[config.mk]
export PLATFORM = sky130hd
export DESIGN_NAME = msg_request_scheduler
export DESIGN_NICKNAME = d
export VERILOG_FILES = /design/src/rtl/msg_request_scheduler.sv
export SDC_FILE = /design/constraint.sdc
export NUM_CORES = 1
export LEC_CHECK = 0
export ABC_AREA = 1
export BUFFER_PORTS_ARGS = -buffer_cell sky130_fd_sc_hd__buf_2
export CORE_MARGIN = 8
export CORE_UTILIZATION = 58
export DETAILED_ROUTE_END_ITERATION = 8
export PLACE_DENSITY = 0.77
export SLEW_MARGIN = 20
export SYNTH_ARGS = -nofsm -noshare
export SYNTH_HDL_FRONTEND = slang
export SYNTH_SLANG_ARGS = --single-unit
[constraint.sdc]
create_clock -name clk -period 2.5 [get_ports clk]
set_input_delay 0.125 -clock clk [delete_from_list [all_inputs] [get_ports clk]]
set_output_delay 0.125 -clock clk [all_outputs]
set_load 0.01 [all_outputs]
[src/rtl/msg_request_scheduler.sv]
// Request scheduler for the create-message engine.
// Session-message requests (logon, heartbeat, resendReq, logout) are queued in
// arrival order. One request at a time is handed to the engine. The next request
// is held back until the engine reports done, or until the watchdog gives up.
module msg_request_scheduler #(
  parameter int NUM_HOST = 10,
  parameter int DEPTH    = 4,
  parameter int TIMEOUT  = 255
) (
  input  logic                          clk,
  input  logic                          rst,
  input  logic                          req_valid_i,
  input  logic [3:0]                    req_type_i,
  input  logic [NUM_HOST-1:0]           req_host_i,
  input  logic                          flush_i,
  input  logic                          clr_overflow_i,
  input  logic                          cm_busy_i,
  input  logic                          cm_done_i,
  output logic                          initiate_msg_o,
  output logic [3:0]                    create_message_o,
  output logic [NUM_HOST-1:0]           host_o,
  output logic                          busy_o,
  output logic [$clog2(DEPTH):0]        count_o,
  output logic                          overflow_o,
  output logic                          timeout_err_o
);

  localparam int PTR_W = $clog2(DEPTH);
  localparam int CNT_W = PTR_W + 1;
  localparam int WD_W  = $clog2(TIMEOUT + 1);

  localparam logic [CNT_W-1:0] FULL_CNT = CNT_W'(DEPTH);
  localparam logic [WD_W-1:0]  WD_LAST  = WD_W'(TIMEOUT - 1);

  typedef enum logic [0:0] {
    IDLE,
    WAIT_DONE
  } state_t;

  state_t              state, state_d;
  logic [WD_W-1:0]     wd_cnt, wd_cnt_d;
  logic                initiate_d;
  logic                timeout_d;
  logic                pop;
  logic                push;
  logic                type_ok;
  logic                full;
  logic                drop;

  logic [3:0]          type_mem [DEPTH];
  logic [NUM_HOST-1:0] host_mem [DEPTH];
  logic [PTR_W-1:0]    wr_ptr;
  logic [PTR_W-1:0]    rd_ptr;
  logic [CNT_W-1:0]    count;

  // Only message types 1..4 are meaningful; anything else is dropped silently.
  assign type_ok = (req_type_i != 4'd0) && (req_type_i <= 4'd4);
  assign full    = (count == FULL_CNT);
  // A flush discards the same-edge request without counting it as an overflow.
  assign push    = req_valid_i && type_ok && !full && !flush_i;
  // Full is judged before any same-edge pop, so a request arriving while full is lost.
  assign drop    = req_valid_i && type_ok && full && !flush_i;

  assign busy_o  = (state != IDLE) || (count != '0);
  assign count_o = count;

  // Queue storage: data only, never reset.
  always_ff @(posedge clk) begin
    if (push) begin
      type_mem[wr_ptr] <= req_type_i;
      host_mem[wr_ptr] <= req_host_i;
    end
  end

  // Queue pointers and occupancy. Pointers wrap naturally because DEPTH is a power of 2.
  always_ff @(posedge clk or posedge rst) begin
    if (rst) begin
      wr_ptr <= '0;
      rd_ptr <= '0;
      count  <= '0;
    end else if (flush_i) begin
      wr_ptr <= '0;
      rd_ptr <= '0;
      count  <= '0;
    end else begin
      if (push) begin
        wr_ptr <= wr_ptr + PTR_W'(1);
      end
      if (pop) begin
        rd_ptr <= rd_ptr + PTR_W'(1);
      end
      case ({push, pop})
        2'b10:   count <= count + CNT_W'(1);
        2'b01:   count <= count - CNT_W'(1);
        default: count <= count;
      endcase
    end
  end

  // Sticky overflow flag; a new drop wins over a same-edge clear.
  always_ff @(posedge clk or posedge rst) begin
    if (rst) begin
      overflow_o <= 1'b0;
    end else if (drop) begin
      overflow_o <= 1'b1;
    end else if (clr_overflow_i) begin
      overflow_o <= 1'b0;
    end
  end

  // Issue/wait decision and watchdog for the in-flight message.
  always_comb begin
    state_d    = state;
    wd_cnt_d   = wd_cnt;
    pop        = 1'b0;
    initiate_d = 1'b0;
    timeout_d  = 1'b0;
    case (state)
      IDLE: begin
        if ((count != '0) && !cm_busy_i && !flush_i) begin
          pop        = 1'b1;
          initiate_d = 1'b1;
          wd_cnt_d   = '0;
          state_d    = WAIT_DONE;
        end
      end
      WAIT_DONE: begin
        if (cm_done_i) begin
          state_d = IDLE;
        end else if (wd_cnt == WD_LAST) begin
          // The engine never answered: abandon this message and move on.
          timeout_d = 1'b1;
          state_d   = IDLE;
        end else begin
          wd_cnt_d = wd_cnt + WD_W'(1);
        end
      end
      default: begin
        state_d = IDLE;
      end
    endcase
  end

  // State, watchdog and registered outputs; type/host hold until the next issue.
  always_ff @(posedge clk or posedge rst) begin
    if (rst) begin
      state            <= IDLE;
      wd_cnt           <= '0;
      initiate_msg_o   <= 1'b0;
      timeout_err_o    <= 1'b0;
      create_message_o <= '0;
      host_o           <= '0;
    end else begin
      state          <= state_d;
      wd_cnt         <= wd_cnt_d;
      initiate_msg_o <= initiate_d;
      timeout_err_o  <= timeout_d;
      if (pop) begin
        create_message_o <= type_mem[rd_ptr];
        host_o           <= host_mem[rd_ptr];
      end
    end
  end

endmodule

==> flow_summary.json, run 1 <==
{
  "clock_tree.root_cell": "clkbuf_8",
  "core_sq_mm": 0.00628,
  "drt-vias-per-instance": 5.28,
  "cp-endpoint": "count_o[2]",
  "crit_required_ns": 2.75,
  "ys_types": 29,
  "cts.reportedPaths.clkPinSlew_ns": 0.09,
  "cap_violations": 0,
  "worst_pin_slew_ns": 0.554,
  "synth_cells": 334,
  "crit_slowest_cell": "dlygate4sd3_1",
  "status": "finished clean",
  "ys_seq_area_share_pct": 67.3,
  "yosysWarnings": 0,
  "ff_latch_area_sq_mm": 0.00251,
  "synth.area.top_cells": "edfxtp_1, dfrtp_1, nor2_1",
  "nNetsFinal": 428,
  "drtIter0Drc": 172,
  "path_buf_inv": 4,
  "netlist.area_leader.share_pct": 45.1,
  "arrival_ns": 2.57,
  "cts_sinks": 89,
  "synth.most_common_cell": "nor2_1",
  "slew_viol_final": 0,
  "fmaxAchievable_mhz": 430,
  "setup_viol": 0,
  "swShare_pct": 33.0,
  "finalHoldViolations": 0,
  "worstSetupStartpointType": "input pin",
  "cp-end-kind": "flip-flop",
  "grt_antenna_before_repair": 0,
  "cts_tree": "done",
  "crit_path_start": "req_type_i[1]",
  "rows": 29,
  "drtAntennaViolNets": 0,
  "r2r_cells": 12,
  "r2r-end": "count_o[2]",
  "hpwl_um": 4750,
  "htreeDepth": 3,
  "slowest_delay_ns": 0.53,
  "power_mw": 4.05,
  "ys_top_cells_by_count": "nor2_1, edfxtp_1, o21ai_0",
  "skew_ns": 0.0135,
  "grt_overflow": 0,
  "die_area_sq_mm": 0.00925,
  "track_usage_pct": 17.5,
  "drc": 0,
  "comb_power_share_pct": 26.2,
  "crit_top_cell": "nand2_1",
  "synth_largest_area_cell": "edfxtp_1",
  "ys_seq_elements": 89,
  "power.leakage_nw": 1.84,
  "clock_latency_ns": 0.35,
  "avgSynthCellArea_sq_um": 11.2,
  "async_reset_ff_share_pct": 37.1,
  "synth_ff_type": "edfxtp_1",
  "p_int_mw": 2.71,
  "cp_top_family": "buffers and inverters",
  "cts_setup_buffers": 0,
  "grt_max_degree": 35,
  "pin_count": 42,
  "synth_area_sq_mm": 0.00373,
  "powerDensity_mw_per_mm2": 917,
  "layout-drive-gt1-share_pct": 19.3,
  "fin_tns_setup_ns": 0,
  "place.gp.congestion": 0.826,
  "drt-total-wl_um": 7510,
  "critical_path.cell_chain": "dlygate4sd3_1 -> buf_2 -> o21ai_0 -> nand4_1 -> nand2_1 -> inv_1 -> fa_1 -> xnor2_1 -> inv_1 -> nand2_1 -> nand2_1 -> nand3_1 -> nand2_1",
  "fillerInstances": 454,
  "power.switching_mw": 1.33,
  "hold_ws_ns": 0.0254,
  "p_seq_share_pct": 47.3,
  "grt_pass1_wl_um": 12100,
  "dieWidth_um": 96.2,
  "tritoncts.num_buffers": 9,
  "start_util_pct": 59.4,
  "die_h_um": 96.2,
  "rsz0062_at_grt": "no",
  "post-route-period-util_pct": 93.1,
  "area_growth_pct": 18.4,
  "finalCriticalPeriod_ns": 2.33,
  "num_vias": 2544,
  "drtPass1Iterations": 4,
  "crit_path_max_fanout": 6,
  "syn_nets": 362,
  "diodes": 0,
  "io_buffers": 41,
  "crit_cells": 13,
  "peakVddDrop_mv": 0.517,
  "cts_buffer_depth": 2,
  "hold_path.class": "input pin to flip-flop",
  "ctsResizeCount": 0,
  "maxSlewHeadroom_pct": 63.0,
  "share_clk_of_total_power_pct": 26.5,
  "fin_util_pct": 70.3,
  "r2r_slack_ns": 0.31,
  "worstSetupPathType": "input pin to flip-flop",
  "grt_pass1_vias": 2523,
  "rr_startpoint": "count_o[0]",
  "wire_per_inst_um": 15.6,
  "synth_edf_count": 56,
  "multi_input_area_sq_mm": 0.00108
}
==> repair_timing <==
action	in CTS	in global routing
endpoints found under the hold margin	82	0
endpoints found under the setup margin	0	0
hold buffers	15	0
==> stage by stage <==
| stage | instance area (sq um) | std cells | setup WS, ns |
|---|---|---|---|
| 2_1_floorplan | 3730 | 334 | 0.521 |
| 3_3_place_gp | 4050 | 451 | 0.493 |
| 3_5_place_dp | 4050 | 451 | 0.345 |
| 4_1_cts | 4410 | 482 | 0.210 |
| 5_1_grt | 4410 | 482 | 0.00719 |
| 6_report | 4410 | 482 | 0.172 |
==> worst min path at each step <==
stage | from | slack, ns | to | depth (start not counted)
6_report | req_type_i[0] | 0.03 | type_mem[0][0] | 1
3_3_place_gp | rst | 0.25 | wd_cnt[1] | 3
4_1_cts | req_type_i[0] | 0.006 | type_mem[2][0] | 1
5_1_grt | req_type_i[2] | 0.005 | type_mem[2][2] | 1
3_5_place_dp | rst | 0.25 | wd_cnt[2] | 3
2_1_floorplan | cm_done_i | 0.20 | timeout_err_o | 1
==> power by group through the flow <==
stage	logic, mW	clock network, mW	registers [mW]
CTS	1.08	1.09	1.91
detailed placement	1.06	0	1.94
finish	1.06	1.07	1.91
global route	1.20	1.15	1.94
global placement	1.01	0	1.94
floorplan	0.670	0	1.97
==> routing by layer <==
layer  global-route usage, %  routed length [um]  vias up
li1                        -                   -     1270
met1                    20.1                3240     1204
met2                    30.4                3860       66
met3                    3.51                 371        4
met4                    8.58                  43        0
met5                       0                   0        -
==> cells in the final DEF, fill, tap and decap left out, types with 2 or more instances in the layout <==
| cell type | netlist | routed |
|---|---|---|
| inv_2 | 2 | 2 |
| nor2_1 | 86 | 86 |
| nand2_2 | 2 | 2 |
| buf_4 | 1 | 10 |
| o21ai_0 | 34 | 34 |
| ha_1 | 6 | 6 |
| inv_6 | 0 | 2 |
| clkbuf_8 | 0 | 9 |
| buf_2 | 5 | 41 |
| nand4_1 | 2 | 2 |
| a21oi_1 | 3 | 3 |
| nand3_1 | 18 | 18 |
| dlygate4sd3_1 | 0 | 15 |
| bufinv_16 | 0 | 2 |
| a31oi_1 | 14 | 14 |
| xor2_1 | 4 | 4 |
| edfxtp_1 | 56 | 56 |
| nand2_4 | 2 | 2 |
| xnor2_1 | 2 | 2 |
| dfrtp_1 | 33 | 33 |
| nor3_1 | 2 | 2 |
| nand2_1 | 30 | 30 |
| inv_1 | 19 | 19 |
==> kinds of logic (layout without fill, tap and decap cells) <==
family / Yosys count / in the layout / share of synthesized area (%)
AO/OA/AOI/OAI: 53 / 53 / 7.79
adder cells (fa/ha/maj): 7 / 7 / 2.55
AND/OR/NAND/NOR: 146 / 146 / 17.1
XOR/XNOR: 6 / 6 / 1.41
flip-flops: 89 / 89 / 67.3
buffers and inverters: 33 / 104 / 3.86
==> registers in the layout, indices dropped and copies added (netlist names) <==
name	flops
count_o	3
create_message_o	4
host_mem	40
host_o	10
initiate_msg_o	1
overflow_o	1
rd_ptr	2
state	1
timeout_err_o	1
type_mem	16
wd_cnt	8
wr_ptr	2
==> layout make-up <==
cell class | count | share of cell area [%]
well taps | 77 | 2.18
clock inverters | 6 | 2.04
flip-flops and latches | 89 | 56.8
repair buffers | 66 | 9.75
clock buffers | 10 | 2.89
multi-input cells | 212 | 24.4
inverters | 22 | 1.93
Note: power is estimated with default switching activity, not from simulation.
==> run 2: changes to the inputs <==
--- a/config.mk
+++ b/config.mk
@@ -8,9 +8,9 @@
 export ABC_AREA = 1
 export BUFFER_PORTS_ARGS = -buffer_cell sky130_fd_sc_hd__buf_2
 export CORE_MARGIN = 8
-export CORE_UTILIZATION = 58
+export CORE_UTILIZATION = 57
 export DETAILED_ROUTE_END_ITERATION = 8
-export PLACE_DENSITY = 0.77
+export PLACE_DENSITY = 0.76
 export SLEW_MARGIN = 20
 export SYNTH_ARGS = -nofsm -noshare
 export SYNTH_HDL_FRONTEND = slang
==> run 2 against run 1 <==
- highest routed layer unchanged
- routed wire length decreased by 1.7%
- combinational power about the same
- utilization down 1.4 points
- first-iteration DRC count increased by 19%
- critical path depth unchanged
- design area is 0.85% lower
- sequential cell count unchanged
- final cell count down 0.41%
- sequential power hardly changed
- sequential share of layout area rose by 0.49 points
- critical endpoint unchanged
- global-route usage is 0.78 points lower
- non-clock buffer count decreased by 2
==> flow_summary.json, run 2 (same netlist as run 1, synthesis figures left out) <==
{
  "status": "finished clean",
  "wire_per_inst_um": 15.4,
  "power.switching_mw": 1.34,
  "num_vias": 2527,
  "fin_tns_setup_ns": 0,
  "p_seq_share_pct": 48.7,
  "pre_cts_slack_ns": 0.410,
  "comb_power_share_pct": 26.4,
  "crit_required_ns": 2.75,
  "powerDensity_mw_per_mm2": 905,
  "grt_antenna_before_repair": 0,
  "grt_overflow": 0,
  "setup_viol": 0,
  "cts_sinks": 89,
  "swShare_pct": 34.0,
  "finalCriticalPeriod_ns": 2.20,
  "grt_max_degree": 35,
  "peakVddDrop_mv": 0.660,
  "cp-end-kind": "flip-flop",
  "hpwl_um": 4710,
  "htreeDepth": 3,
  "drt-total-wl_um": 7390,
  "power.leakage_nw": 1.82,
  "share_clk_of_total_power_pct": 24.9,
  "maxSlewHeadroom_pct": 54.9,
  "diodes": 0,
  "track_usage_pct": 16.7,
  "cts_tree": "done",
  "cap_violations": 0,
  "drtPass1Iterations": 4,
  "p_int_mw": 2.61,
  "cts_setup_buffers": 0,
  "area_growth_pct": 17.4,
  "tritoncts.num_buffers": 9,
  "layout-drive-gt1-share_pct": 18.6,
  "io_buffers": 41,
  "cts_buffer_depth": 2,
  "fin_ws_ns": 0.303,
  "pin_count": 42,
  "die_h_um": 96.9,
  "reg_top3": "host_mem (40), type_mem (16), host_o (10)",
  "die_area_sq_mm": 0.00938,
  "grt_pass1_vias": 2640,
  "clock_tree.root_cell": "clkbuf_8",
  "dieWidth_um": 96.9,
  "arrival_ns": 2.45,
  "start_util_pct": 58.7,
  "nNetsFinal": 426,
  "cts_hold_buf": 15,
  "rows": 29,
  "place.gp.congestion": 0.807,
  "grt_pass1_wl_um": 12600,
  "clock_latency_ns": 0.36,
  "drt-vias-per-instance": 5.26,
  "largest_register_ffs": 40,
  "worstSetupPathType": "input pin to flip-flop",
  "slew_viol_final": 0,
  "ctsResizeCount": 0,
  "hold_path.class": "input pin to flip-flop",
  "drc": 0,
  "post-route-period-util_pct": 87.9,
  "final_cell_mix": "nor2_1, edfxtp_1, buf_2",
  "rsz0062_at_grt": "no",
  "worst_pin_slew_ns": 0.676,
  "regMostFlops": "host_mem",
  "fillerInstances": 470,
  "crit_path_max_fanout": 6,
  "skew_ns": 0.00640,
  "cts.reportedPaths.clkPinSlew_ns": 0.08,
  "final_common_cell": "nor2_1",
  "fmaxAchievable_mhz": 455,
  "power_mw": 3.96,
  "drtIter0Drc": 205,
  "core_sq_mm": 0.00635,
  "finalHoldViolations": 0,
  "worstSetupStartpointType": "input pin",
  "drtAntennaViolNets": 0
}
-- run 2: path summary, 6_finish.rpt --
| kind | from | endpoint | slack (ns) | cells after the start |
|---|---|---|---|---|
| setup / recovery | req_type_i[1] | count_o[2] | 0.30 | 13 |
| hold / removal | req_type_i[2] | type_mem[0][2] | 0.02 | 1 |
| setup reg to reg | count_o[0] | count_o[2] | 0.38 | 12 |
| hold reg to reg | overflow_o | overflow_o | 0.53 | 2 |
| max in group asynchronous | rst | host_o[7] | 1.79 | 4 |
| min in group asynchronous | rst | initiate_msg_o | 0.40 | 4 |
-- run 2: power by group through the flow --
stage / Combinational (mW) / Sequential (mW) / Clock, mW
after floorplan: 0.670 / 1.97 / 0
after global placement: 1.01 / 1.95 / 0
after detailed placement: 1.04 / 1.96 / 0
after CTS: 1.06 / 1.93 / 1.00
after global routing: 1.20 / 1.96 / 1.06
final: 1.04 / 1.93 / 0.984
-- run 2: area by class of cell --
type | count | area (sq um) | share of cell area [%]
flip-flops and latches | 89 | 2510 | 57.3
repair buffers | 64 | 415 | 9.49
clock buffers | 11 | 131 | 3.00
multi-input cells | 212 | 1080 | 24.6
well taps | 77 | 96.3 | 2.20
clock inverters | 5 | 63.8 | 1.46
inverters | 22 | 85.1 | 1.94
-- run 2: metal layers --
metal | GRT usage (%) | vias up | wire (um)
met5 | 0 | - | 0
met4 | 10.2 | 0 | 163
met3 | 4.41 | 14 | 370
met2 | 27.6 | 62 | 3620
met1 | 19.0 | 1189 | 3240
li1 | - | 1262 | -
-- run 2: per-stage QoR --
stage / instance area, sq um / util [%] / hold WS, ns / cells
floorplan: 3730 / - / 0.196 / 334
global placement: 4030 / 63.5 / 0.246 / 449
detailed placement: 4030 / 63.5 / 0.252 / 449
CTS: 4380 / 68.9 / 0.00711 / 480
global route: 4380 / 68.9 / 0.0145 / 480
finish: 4380 / 68.9 / 0.0237 / 480
-- run 2: critical path, stage by stage --
cell           delay, ns
dlygate4sd3_1       0.52
buf_2               0.15
o21ai_0             0.28
nand4_1             0.21
nand2_1             0.21
inv_1               0.08
fa_1                0.38
xnor2_1             0.21
inv_1               0.06
nand2_1             0.06
nand2_1             0.05
nand3_1             0.07
nand2_1             0.05
==> run 3: changes to the inputs <==
--- a/config.mk
+++ b/config.mk
@@ -7,10 +7,12 @@
 export LEC_CHECK = 0
 export ABC_AREA = 1
 export BUFFER_PORTS_ARGS = -buffer_cell sky130_fd_sc_hd__buf_2
+export CELL_PAD_IN_SITES_DETAIL_PLACEMENT = 2
+export CELL_PAD_IN_SITES_GLOBAL_PLACEMENT = 2
 export CORE_MARGIN = 8
-export CORE_UTILIZATION = 57
+export CORE_UTILIZATION = 38
 export DETAILED_ROUTE_END_ITERATION = 8
-export PLACE_DENSITY = 0.76
+export PLACE_DENSITY_LB_ADDON = 0.1
 export SLEW_MARGIN = 20
 export SYNTH_ARGS = -nofsm -noshare
 export SYNTH_HDL_FRONTEND = slang
==> run 3 against run 2 <==
- first-iteration DRC count down 53%
- non-clock buffer count rose by 1
- critical endpoint unchanged
- critical path type unchanged
- register-to-register slack worse by 0.08 ns
- combinational power rose by 9%
- setup slack got worse by 0.033 ns
- design area up 2.2%
- clock power increased by 9%
- utilization decreased by 23 points
- hold slack got worse by 0.011 ns
==> flow_summary.json, run 3 (same netlist as run 1, synthesis figures left out) <==
{
  "gr-usage-met3_pct": 4.57,
  "finalCriticalPeriod_ns": 2.23,
  "cp-end-kind": "flip-flop",
  "reg_top3": "host_mem (40), type_mem (16), host_o (10)",
  "grt_pass1_wl_um": 16300,
  "clock_tree.root_cell": "clkbuf_8",
  "place.gp.congestion": 0.756,
  "pin_count": 42,
  "ctsResizeCount": 0,
  "drtPass1Iterations": 5,
  "worstSetupPathType": "input pin to flip-flop",
  "tritoncts.num_buffers": 9,
  "track_usage_pct": 16.5,
  "peakVddDrop_mv": 0.393,
  "htreeDepth": 3,
  "grt_pass1_vias": 3070,
  "hpwl_um": 6580,
  "fin_tns_setup_ns": 0,
  "powerDensity_mw_per_mm2": 919,
  "final_common_cell": "nor2_1",
  "largest_register_ffs": 40,
  "dieWidth_um": 115,
  "worst_pin_slew_ns": 0.649,
  "io_buffers": 41,
  "cp_top_family": "buffers and inverters",
  "power.switching_mw": 1.48,
  "fmaxAchievable_mhz": 448,
  "maxSlewHeadroom_pct": 56.7,
  "drc": 0,
  "slew_viol_final": 0,
  "skew_ns": 0.0191,
  "drt-total-wl_um": 9890,
  "post-route-period-util_pct": 89.2,
  "rsz0062_at_grt": "no",
  "grt.met1_usage_pct": 19.7,
  "cap_violations": 0,
  "crit_path_max_fanout": 6,
  "use_met2_pct": 28.8,
  "area_growth_pct": 19.9,
  "hold_path.class": "input pin to flip-flop",
  "path_buf_inv": 4,
  "power.leakage_nw": 1.83,
  "regMostFlops": "host_mem",
  "arrival_ns": 2.50,
  "crit_required_ns": 2.77,
  "p_seq_share_pct": 46.6,
  "drtAntennaViolNets": 0,
  "grt.busiest_layer": "met2",
  "start_util_pct": 38.7,
  "crit_slowest_cell": "dlygate4sd3_1",
  "fin_ws_ns": 0.270,
  "status": "finished clean",
  "setup_viol": 0,
  "nNetsFinal": 427,
  "wire_per_inst_um": 18.4,
  "grt_antenna_before_repair": 0,
  "drt-vias-per-instance": 5.00,
  "clock_latency_ns": 0.37,
  "cts.reportedPaths.clkPinSlew_ns": 0.10,
  "die_h_um": 115,
  "p_int_mw": 2.63,
  "rows": 36,
  "layout-drive-gt1-share_pct": 19.1,
  "slowest_delay_ns": 0.54,
  "num_vias": 2687,
  "final_cell_mix": "nor2_1, edfxtp_1, buf_2",
  "cts_tree": "done",
  "worstSetupStartpointType": "input pin",
  "fin_util_pct": 46.4,
  "cts_buffer_depth": 2,
  "grt_max_degree": 35,
  "cts_sinks": 89,
  "crit_top_cell": "nand2_1",
  "die_area_sq_mm": 0.0132,
  "grt_overflow": 0,
  "finalHoldViolations": 0,
  "swShare_pct": 36.1,
  "critical_path.cell_chain": "dlygate4sd3_1 -> buf_2 -> o21ai_0 -> nand4_1 -> nand2_1 -> inv_1 -> fa_1 -> xnor2_1 -> inv_1 -> nand2_1 -> nand2_1 -> nand3_1 -> nand2_1",
  "comb_power_share_pct": 27.5,
  "drtIter0Drc": 96,
  "share_clk_of_total_power_pct": 25.9,
  "diodes": 0,
  "pre_cts_slack_ns": 0.316,
  "core_sq_mm": 0.00964
}
-- run 3: cell types whose count changed in the layout (fill, tap and decap cells not counted), sizes merged --
cell and delta:
clkbuf -2, inv +1, clkinvlp +2, clkinv -1, dlygate4sd3 +1
-- run 3: area by class of cell --
class	count	area (sq um)
Clock buffer	9	124
Sequential cell	89	2510
Fill cell	1014	5170
Multi-Input combinational cell	212	1080
Clock inverter	7	86.3
Tap cell	133	166
Timing Repair Buffer	65	425
Inverter	22	85.1
-- run 3: per-stage QoR --
stage,power [mW],hold slack (ns),cell area (sq um),cells
2_1_floorplan,2.64,0.196,3730,334
3_3_place_gp,3.02,0.276,4100,505
3_5_place_dp,3.09,0.282,4100,505
4_1_cts,4.17,0.00961,4470,537
5_1_grt,4.39,0.00500,4470,537
6_report,4.11,0.0125,4470,537
-- run 3: final timing paths --
kind                          startpoint        endpoint  slack (ns)  cells after the start
max                        req_type_i[1]      count_o[2]        0.27                     13
min reg2reg                        state       wd_cnt[2]        0.53                      2
min                        req_type_i[2]  type_mem[0][2]        0.01                      1
min in group asynchronous            rst       host_o[3]        0.41                      4
max reg2reg                   count_o[0]      count_o[2]        0.30                     12
max in group asynchronous            rst       wr_ptr[1]        1.73                      4
-- run 3: what timing repair did --
action                     4_1_cts  5_1_grt
setup endpoints to repair        0        0
setup buffers                    0        0
hold buffers                    16        0
hold endpoints to repair        85        0
-- run 3: power by group through the flow --
stage,sequential [mW],clock (mW),combinational [mW]
6_report,1.91,1.07,1.13
2_1_floorplan,1.97,0,0.670
5_1_grt,1.94,1.15,1.29
3_3_place_gp,1.94,0,1.08
3_5_place_dp,1.95,0,1.14
4_1_cts,1.92,1.09,1.16
-- run 3: layer usage --
layer	routed length, um	vias up
met5	0	-
met4	99	0
met3	307	9
met2	5130	43
met1	4350	1371
li1	-	1264
